### src/rtl/dmem_port_arbiter_pkg.sv
// Shared definitions for the data-memory port arbiter: FSM states, port ids,
// default memory size and access-size codes.
package dmem_port_arbiter_pkg;

    typedef enum logic [1:0] {
        ST_IDLE   = 2'd0,
        ST_ACCESS = 2'd1,
        ST_RESP   = 2'd2
    } state_t;

    typedef enum logic {
        SIZE_WORD = 1'b0,
        SIZE_BYTE = 1'b1
    } size_t;

    localparam logic PORT_CPU      = 1'b0;
    localparam logic PORT_DBG      = 1'b1;
    localparam int   MEM_BYTES_DEF = 256;

endpackage

### src/rtl/dmem_port_arbiter_rr_picker.sv
// Two-input tie-break for the arbiter. With DMEM_ARB_RR_EN defined the port not
// granted last wins a tie; otherwise port 0 always wins and the pointer is ignored.
module dmem_port_arbiter_rr_picker (
    input  logic valid0,
    input  logic valid1,
    input  logic last_grant,
    output logic grant
);
`ifdef DMEM_ARB_RR_EN
    assign grant = (valid0 & valid1) ? ~last_grant : valid1;
`else
    logic unused_last_grant;
    assign unused_last_grant = last_grant;
    assign grant             = valid1 & ~valid0;
`endif
endmodule

### src/rtl/dmem_port_arbiter.sv
// Shares one byte-addressed data memory between the CPU port (0) and the debug
// port (1), one access at a time. Arbitration mode selected by DMEM_ARB_RR_EN.
module dmem_port_arbiter
    import dmem_port_arbiter_pkg::*;
#(
    parameter int ADDR_W    = 32,
    parameter int DATA_W    = 32,
    parameter int MEM_BYTES = MEM_BYTES_DEF
) (
    input  logic              clk,
    input  logic              rstn,
    input  logic              i_Req0_valid,
    output logic              o_Req0_ready,
    input  logic              i_Req0_we,
    input  logic              i_Req0_sByte,
    input  logic [ADDR_W-1:0] i_Req0_addr,
    input  logic [DATA_W-1:0] i_Req0_wData,
    output logic              o_Rsp0_valid,
    input  logic              i_Rsp0_ready,
    output logic [DATA_W-1:0] o_Rsp0_rData,
    output logic              o_Rsp0_err,
    input  logic              i_Req1_valid,
    output logic              o_Req1_ready,
    input  logic              i_Req1_we,
    input  logic              i_Req1_sByte,
    input  logic [ADDR_W-1:0] i_Req1_addr,
    input  logic [DATA_W-1:0] i_Req1_wData,
    output logic              o_Rsp1_valid,
    input  logic              i_Rsp1_ready,
    output logic [DATA_W-1:0] o_Rsp1_rData,
    output logic              o_Rsp1_err,
    output logic              o_DMem_we,
    output logic              o_DMem_sByte,
    output logic [ADDR_W-1:0] o_DMem_addr,
    output logic [DATA_W-1:0] o_DMem_wData,
    input  logic [DATA_W-1:0] i_DMem_rData
);
    localparam logic [ADDR_W-1:0] TOP_ADDR  = ADDR_W'(MEM_BYTES);
    localparam logic [ADDR_W-1:0] LAST_WORD = ADDR_W'(MEM_BYTES - 4);

    state_t            state_reg, state_next;
    logic              run_reg, grant_reg, last_grant_reg, win, win_err;
    logic              both_valid, accept;
    logic              lat_we_reg, lat_sbyte_reg, lat_err_reg;
    logic [ADDR_W-1:0] lat_addr_reg;
    logic [DATA_W-1:0] lat_wdata_reg, rsp_cap;
    logic [1:0]        req_valid, req_we, req_sbyte, req_ready, rsp_ready, rsp_valid;
    logic [ADDR_W-1:0] req_addr     [2];
    logic [DATA_W-1:0] req_wdata    [2];
    logic [DATA_W-1:0] rsp_data_reg [2];
    logic [1:0]        rsp_err_reg;

    assign req_valid    = {i_Req1_valid, i_Req0_valid};
    assign req_we       = {i_Req1_we, i_Req0_we};
    assign req_sbyte    = {i_Req1_sByte, i_Req0_sByte};
    assign rsp_ready    = {i_Rsp1_ready, i_Rsp0_ready};
    assign req_addr[0]  = i_Req0_addr;
    assign req_addr[1]  = i_Req1_addr;
    assign req_wdata[0] = i_Req0_wData;
    assign req_wdata[1] = i_Req1_wData;

    dmem_port_arbiter_rr_picker u_picker (
        .valid0     (req_valid[0]),
        .valid1     (req_valid[1]),
        .last_grant (last_grant_reg),
        .grant      (win)
    );

    // run_reg keeps every ready low until the first edge after reset release
    assign both_valid = &req_valid;
    assign accept     = (state_reg == ST_IDLE) & run_reg & (|req_valid);
    assign win_err    = (req_addr[win] >= TOP_ADDR)
                      | (~req_sbyte[win] & (req_addr[win] > LAST_WORD));

    for (genvar gi = 0; gi < 2; gi++) begin : g_port
        assign req_ready[gi] = (state_reg == ST_IDLE) & run_reg
                             & ~(both_valid & (win != 1'(gi)));
        assign rsp_valid[gi] = (state_reg == ST_RESP) & (grant_reg == 1'(gi));
    end

    always_comb begin
        state_next = state_reg;
        case (state_reg)
            ST_IDLE:   if (accept) state_next = ST_ACCESS;
            ST_ACCESS: state_next = ST_RESP;
            ST_RESP:   if (rsp_ready[grant_reg]) state_next = ST_IDLE;
            default:   state_next = ST_IDLE;
        endcase
    end

    always_comb begin
        rsp_cap = '0;
        if (!lat_we_reg && !lat_err_reg) begin
            rsp_cap = (lat_sbyte_reg == SIZE_BYTE) ? {{(DATA_W-8){1'b0}}, i_DMem_rData[7:0]}
                                                   : i_DMem_rData;
        end
    end

    always_ff @(posedge clk or negedge rstn) begin
        if (!rstn) begin
            state_reg      <= ST_IDLE;
            run_reg        <= 1'b0;
            grant_reg      <= PORT_CPU;
            last_grant_reg <= PORT_DBG;
            lat_we_reg     <= 1'b0;
            lat_sbyte_reg  <= 1'b0;
            lat_err_reg    <= 1'b0;
            lat_addr_reg   <= '0;
            lat_wdata_reg  <= '0;
        end else begin
            state_reg <= state_next;
            run_reg   <= 1'b1;
            if (accept) begin
                grant_reg      <= win;
                last_grant_reg <= win;
                lat_we_reg     <= req_we[win];
                lat_sbyte_reg  <= req_sbyte[win];
                lat_err_reg    <= win_err;
                lat_addr_reg   <= req_addr[win];
                lat_wdata_reg  <= req_wdata[win];
            end
        end
    end

    // Response registers capture the combinational memory read at the end of ACCESS
    always_ff @(posedge clk or negedge rstn) begin
        if (!rstn) begin
            rsp_data_reg[0] <= '0;
            rsp_data_reg[1] <= '0;
            rsp_err_reg     <= '0;
        end else if (state_reg == ST_ACCESS) begin
            rsp_data_reg[grant_reg] <= rsp_cap;
            rsp_err_reg[grant_reg]  <= lat_err_reg;
        end
    end

    assign o_Req0_ready = req_ready[0];
    assign o_Req1_ready = req_ready[1];
    assign o_Rsp0_valid = rsp_valid[0];
    assign o_Rsp1_valid = rsp_valid[1];
    assign o_Rsp0_rData = rsp_data_reg[0];
    assign o_Rsp1_rData = rsp_data_reg[1];
    assign o_Rsp0_err   = rsp_err_reg[0];
    assign o_Rsp1_err   = rsp_err_reg[1];
    assign o_DMem_we    = (state_reg == ST_ACCESS) & lat_we_reg & ~lat_err_reg;
    assign o_DMem_sByte = lat_sbyte_reg;
    assign o_DMem_addr  = lat_addr_reg;
    assign o_DMem_wData = lat_wdata_reg;

endmodule

### config.mk
export PLATFORM = sky130hd
export DESIGN_NAME = dmem_port_arbiter
export DESIGN_NICKNAME = d
export VERILOG_FILES = /design/src/rtl/dmem_port_arbiter_pkg.sv /design/src/rtl/dmem_port_arbiter_rr_picker.sv /design/src/rtl/dmem_port_arbiter.sv
export SDC_FILE = /design/constraint.sdc
export NUM_CORES = 1
export LEC_CHECK = 0
export BUFFER_PORTS_ARGS = -buffer_cell sky130_fd_sc_hd__buf_2
export CAP_MARGIN = 20
export CORE_ASPECT_RATIO = 0.75
export CORE_MARGIN = 2
export CORE_UTILIZATION = 30
export CTS_BUF_LIST = sky130_fd_sc_hd__clkbuf_8
export DETAILED_ROUTE_END_ITERATION = 8
export GPL_ROUTABILITY_DRIVEN = 0
export PLACE_DENSITY = 0.66
export SETUP_SLACK_MARGIN = 0.2
export SLEW_MARGIN = 15
export SYNTH_ARGS = -nofsm -noshare
export SYNTH_HDL_FRONTEND = slang
export SYNTH_HIERARCHICAL = 1
export SYNTH_SLANG_ARGS = --single-unit
export TNS_END_PERCENT = 30
### constraint.sdc
create_clock -name clk -period 1.4 [get_ports clk]
set_input_delay 0.28 -clock clk [delete_from_list [all_inputs] [get_ports clk]]
set_output_delay 0.28 -clock clk [all_outputs]
set_load 0.005 [all_outputs]
==> metrics.log <==
INFO  metric wl_per_cell = 16.3 µm
INFO  metric p_leak = between 4 and 5 nW
INFO  metric antenna_cells_inserted = 0
INFO  metric warnings_from_yosys = 6
INFO  metric power_per_cell_area = about 1700 nW/µm²
INFO  metric syn_nets = 758
INFO  metric clock_latency = 440 ps
INFO  metric maximum_ir_drop_on_the_vdd_rail = 0.000739 V
INFO  metric worst_setup_path_start_kind = flop
INFO  metric netlist_area = 6030 µm²
INFO  metric wirelength = around 20 mm
INFO  metric num_io_pins = slightly above 300
INFO  metric cts_max_level = 4
INFO  metric critical_path_data_arrival_time = roughly 1500 ps
INFO  metric syn_area_per_cell = between 10 and 15 µm²
INFO  metric critPathRequiredTime = about 1100 ps
INFO  metric drt-vias-per-instance = between 4 and 5
INFO  metric detailed_place.area = 8120 µm²
INFO  metric final_critical_path_setup_slack = -377 ps
INFO  metric total_clock_buffers_created_by_cts = 17
INFO  metric first_global_vias = a little under 6000
INFO  metric detail_route_antenna_nets = 0
INFO  metric grt_util_all_layers = 19.2%
INFO  metric finalCritPeriodShare = 127%
INFO  metric dpl_worst_slack = -136 ps
INFO  metric clkSlewWorstSetupHoldPaths = approximately 80 ps
INFO  metric grt_overflow_total = 0
INFO  metric detailedRoute.firstIterationViolations = 354
INFO  metric min-delay-path-class = in -> reg
INFO  metric clock_tree_from_tritoncts = done
INFO  metric die_height = between 100 and 150 µm
INFO  metric tritoncts_num_sinks = 137
INFO  metric cts_root_buf = sky130_fd_sc_hd__clkbuf_8
INFO  metric p_total = 15.9 mW
INFO  metric critical_path.top_delay_family = flip-flops
INFO  metric setup_viol_count_final = 140
INFO  metric critical-path-max-stage-delay = 410 ps
INFO  metric largest_net_degree_at_the_start_of_global_routing = 49
INFO  metric path_buf_inv = 3
INFO  metric total_count_of_max_transition_violations_in_the_final_report = 0
INFO  metric fraction_of_layout_instances_using_a_drive_strength_above_1 = 51.1%
INFO  metric timing.critical_path.fanout_max = 3
INFO  metric violated_checks = negative setup slack
INFO  metric timing_worst_setup_path_type = reg -> out
INFO  metric setup.worst_path.end_class = output port
INFO  metric fp.dieArea = between 20000 and 25000 µm²
INFO  metric crit_chain = nor3b_2, inv_1, buf_6, a31oi_1, buf_2
INFO  metric final_design_area_no_fill = around 9600 µm²
INFO  metric fmax = ~560 MHz
INFO  metric num_rows = 44
INFO  metric dr.pass1.iters = 9
INFO  metric finalSetupTns = -28920 ps
INFO  metric effective_utilization_at_floorplan = between 30 and 40%
INFO  metric num_vias = roughly 5700
INFO  metric final_routed_drc_violation_total = 0
INFO  metric wire_length_of_the_first_global_routing_pass = roughly 32 mm
INFO  metric synth_cells = approximately 590
INFO  metric hold-worst-slack = 86.2 ps
INFO  metric number_of_max_cap_violations = 0
INFO  metric clock_path_buffers = 2
INFO  metric grt_antenna_before_repair = 0
INFO  metric port-buffer-count = 305
INFO  metric standard_cell_core_area = slightly below 20000 µm²
INFO  metric chipWidth = 168 µm
INFO  metric run_status = complete, but fails checks
INFO  metric dpl.hpwl = 14.0 mm
INFO  metric rsz0062_at_grt = true
INFO  metric nets = approximately 1100
INFO  metric layout_min_cycle_time = approximately 1800 ps
INFO  metric synthToLayoutAreaGrowth = 59.7%
INFO  metric report.final.hold_viol_count = 0
INFO  metric timing.clock.skew = around 13 ps
INFO  metric critPathSlowestCell = sky130_fd_sc_hd__dfrtp_1
-- layout make-up --
type | count | area, µm²
Clock buffer | 19 | 262
Inverter | 3 | 11.3
Multi-Input combinational cell | 410 | 2490
Fill cell | 1813 | 9910
Timing Repair Buffer | 396 | 2970
Tap cell | 253 | 317
Clock inverter | 13 | 144
Sequential cell | 137 | 3430
-- per-layer routing --
metal / part of all wire (%) / vias to the layer above / track usage [%]
met5: 0 / - / 0
met4: 2.1 / 0 / 6.65
met3: 6.4 / 22 / 5.27
met2: 50 / 227 / 33.6
met1: 42 / 2695 / 22.8
li1: - / 2777 / -
-- worst paths after layout --
path	from	slack [ps]	cells after the start	end
worst max-delay path	state_reg[0]$_DFFE_PN0P_	-380	5	o_Req1_ready
worst min-delay path	i_DMem_rData[19]	90	3	o_Rsp1_rData[19]$_DFFE_PN0P_
worst max register to register	state_reg[0]$_DFFE_PN0P_	-320	10	o_DMem_wData[9]$_DFFE_PN0P_
worst min register to register	o_Rsp1_rData[26]$_DFFE_PN0P_	480	2	o_Rsp1_rData[26]$_DFFE_PN0P_
max in group asynchronous	rstn	590	3	o_Rsp1_rData[26]$_DFFE_PN0P_
min in group asynchronous	rstn	260	2	o_Rsp1_rData[15]$_DFFE_PN0P_
-- report_power, final --
group | switching (mW) | total [mW] | internal (mW)
logic | 2.90 | 6.38 | 3.48
registers | 0.829 | 6.20 | 5.37
clock network | 1.64 | 3.34 | 1.69
-- tightest hold or removal path: cells and delay by family --
kind                   cells  cell delay, ps
buffers and inverters      1              90
AOI/OAI and AO/OA          1              50
and+or+nand+nor            1              60
-- layout by cell type (no fill, tap or decap), types with 2 or more instances in the layout --
cell type / instances
sky130_fd_sc_hd__o21ai_2: 11
sky130_fd_sc_hd__o21ai_1: 45
sky130_fd_sc_hd__bufinv_16: 2
sky130_fd_sc_hd__buf_6: 21
sky130_fd_sc_hd__buf_12: 20
sky130_fd_sc_hd__clkinv_4: 3
sky130_fd_sc_hd__clkbuf_8: 19
sky130_fd_sc_hd__o21ai_0: 13
sky130_fd_sc_hd__inv_6: 3
sky130_fd_sc_hd__mux2i_1: 63
sky130_fd_sc_hd__clkinvlp_4: 3
sky130_fd_sc_hd__nand2b_4: 2
sky130_fd_sc_hd__a31oi_1: 4
sky130_fd_sc_hd__buf_4: 26
sky130_fd_sc_hd__mux2_2: 4
sky130_fd_sc_hd__nand2_1: 76
sky130_fd_sc_hd__buf_2: 303
sky130_fd_sc_hd__a21oi_2: 22
sky130_fd_sc_hd__nand3_1: 2
sky130_fd_sc_hd__nor2_1: 72
sky130_fd_sc_hd__nor3b_2: 2
sky130_fd_sc_hd__a21oi_1: 44
sky130_fd_sc_hd__nand2_4: 2
sky130_fd_sc_hd__inv_1: 3
sky130_fd_sc_hd__buf_8: 6
sky130_fd_sc_hd__nor3_1: 2
sky130_fd_sc_hd__nand2_2: 21
sky130_fd_sc_hd__nand4_1: 3
sky130_fd_sc_hd__buf_16: 17
sky130_fd_sc_hd__dfrtp_1: 136
sky130_fd_sc_hd__or2_4: 2
sky130_fd_sc_hd__nor4_1: 8
-- what timing repair did --
item,CTS,global route
buffers inserted,21,6
setup endpoints to repair,271,271
hold buffers,1,0
hold endpoints to repair,72,0
gates resized for setup,117,26
gates cloned,20,1
pin swaps,15,2
-- per-stage QoR --
step,util [%],cells
floorplan,-,588
global placement,41.5,1150
detailed placement,41.5,1150
CTS,48.6,1224
global route,49.3,1231
finish,49.3,1231
(Power assumes the default switching activity.)
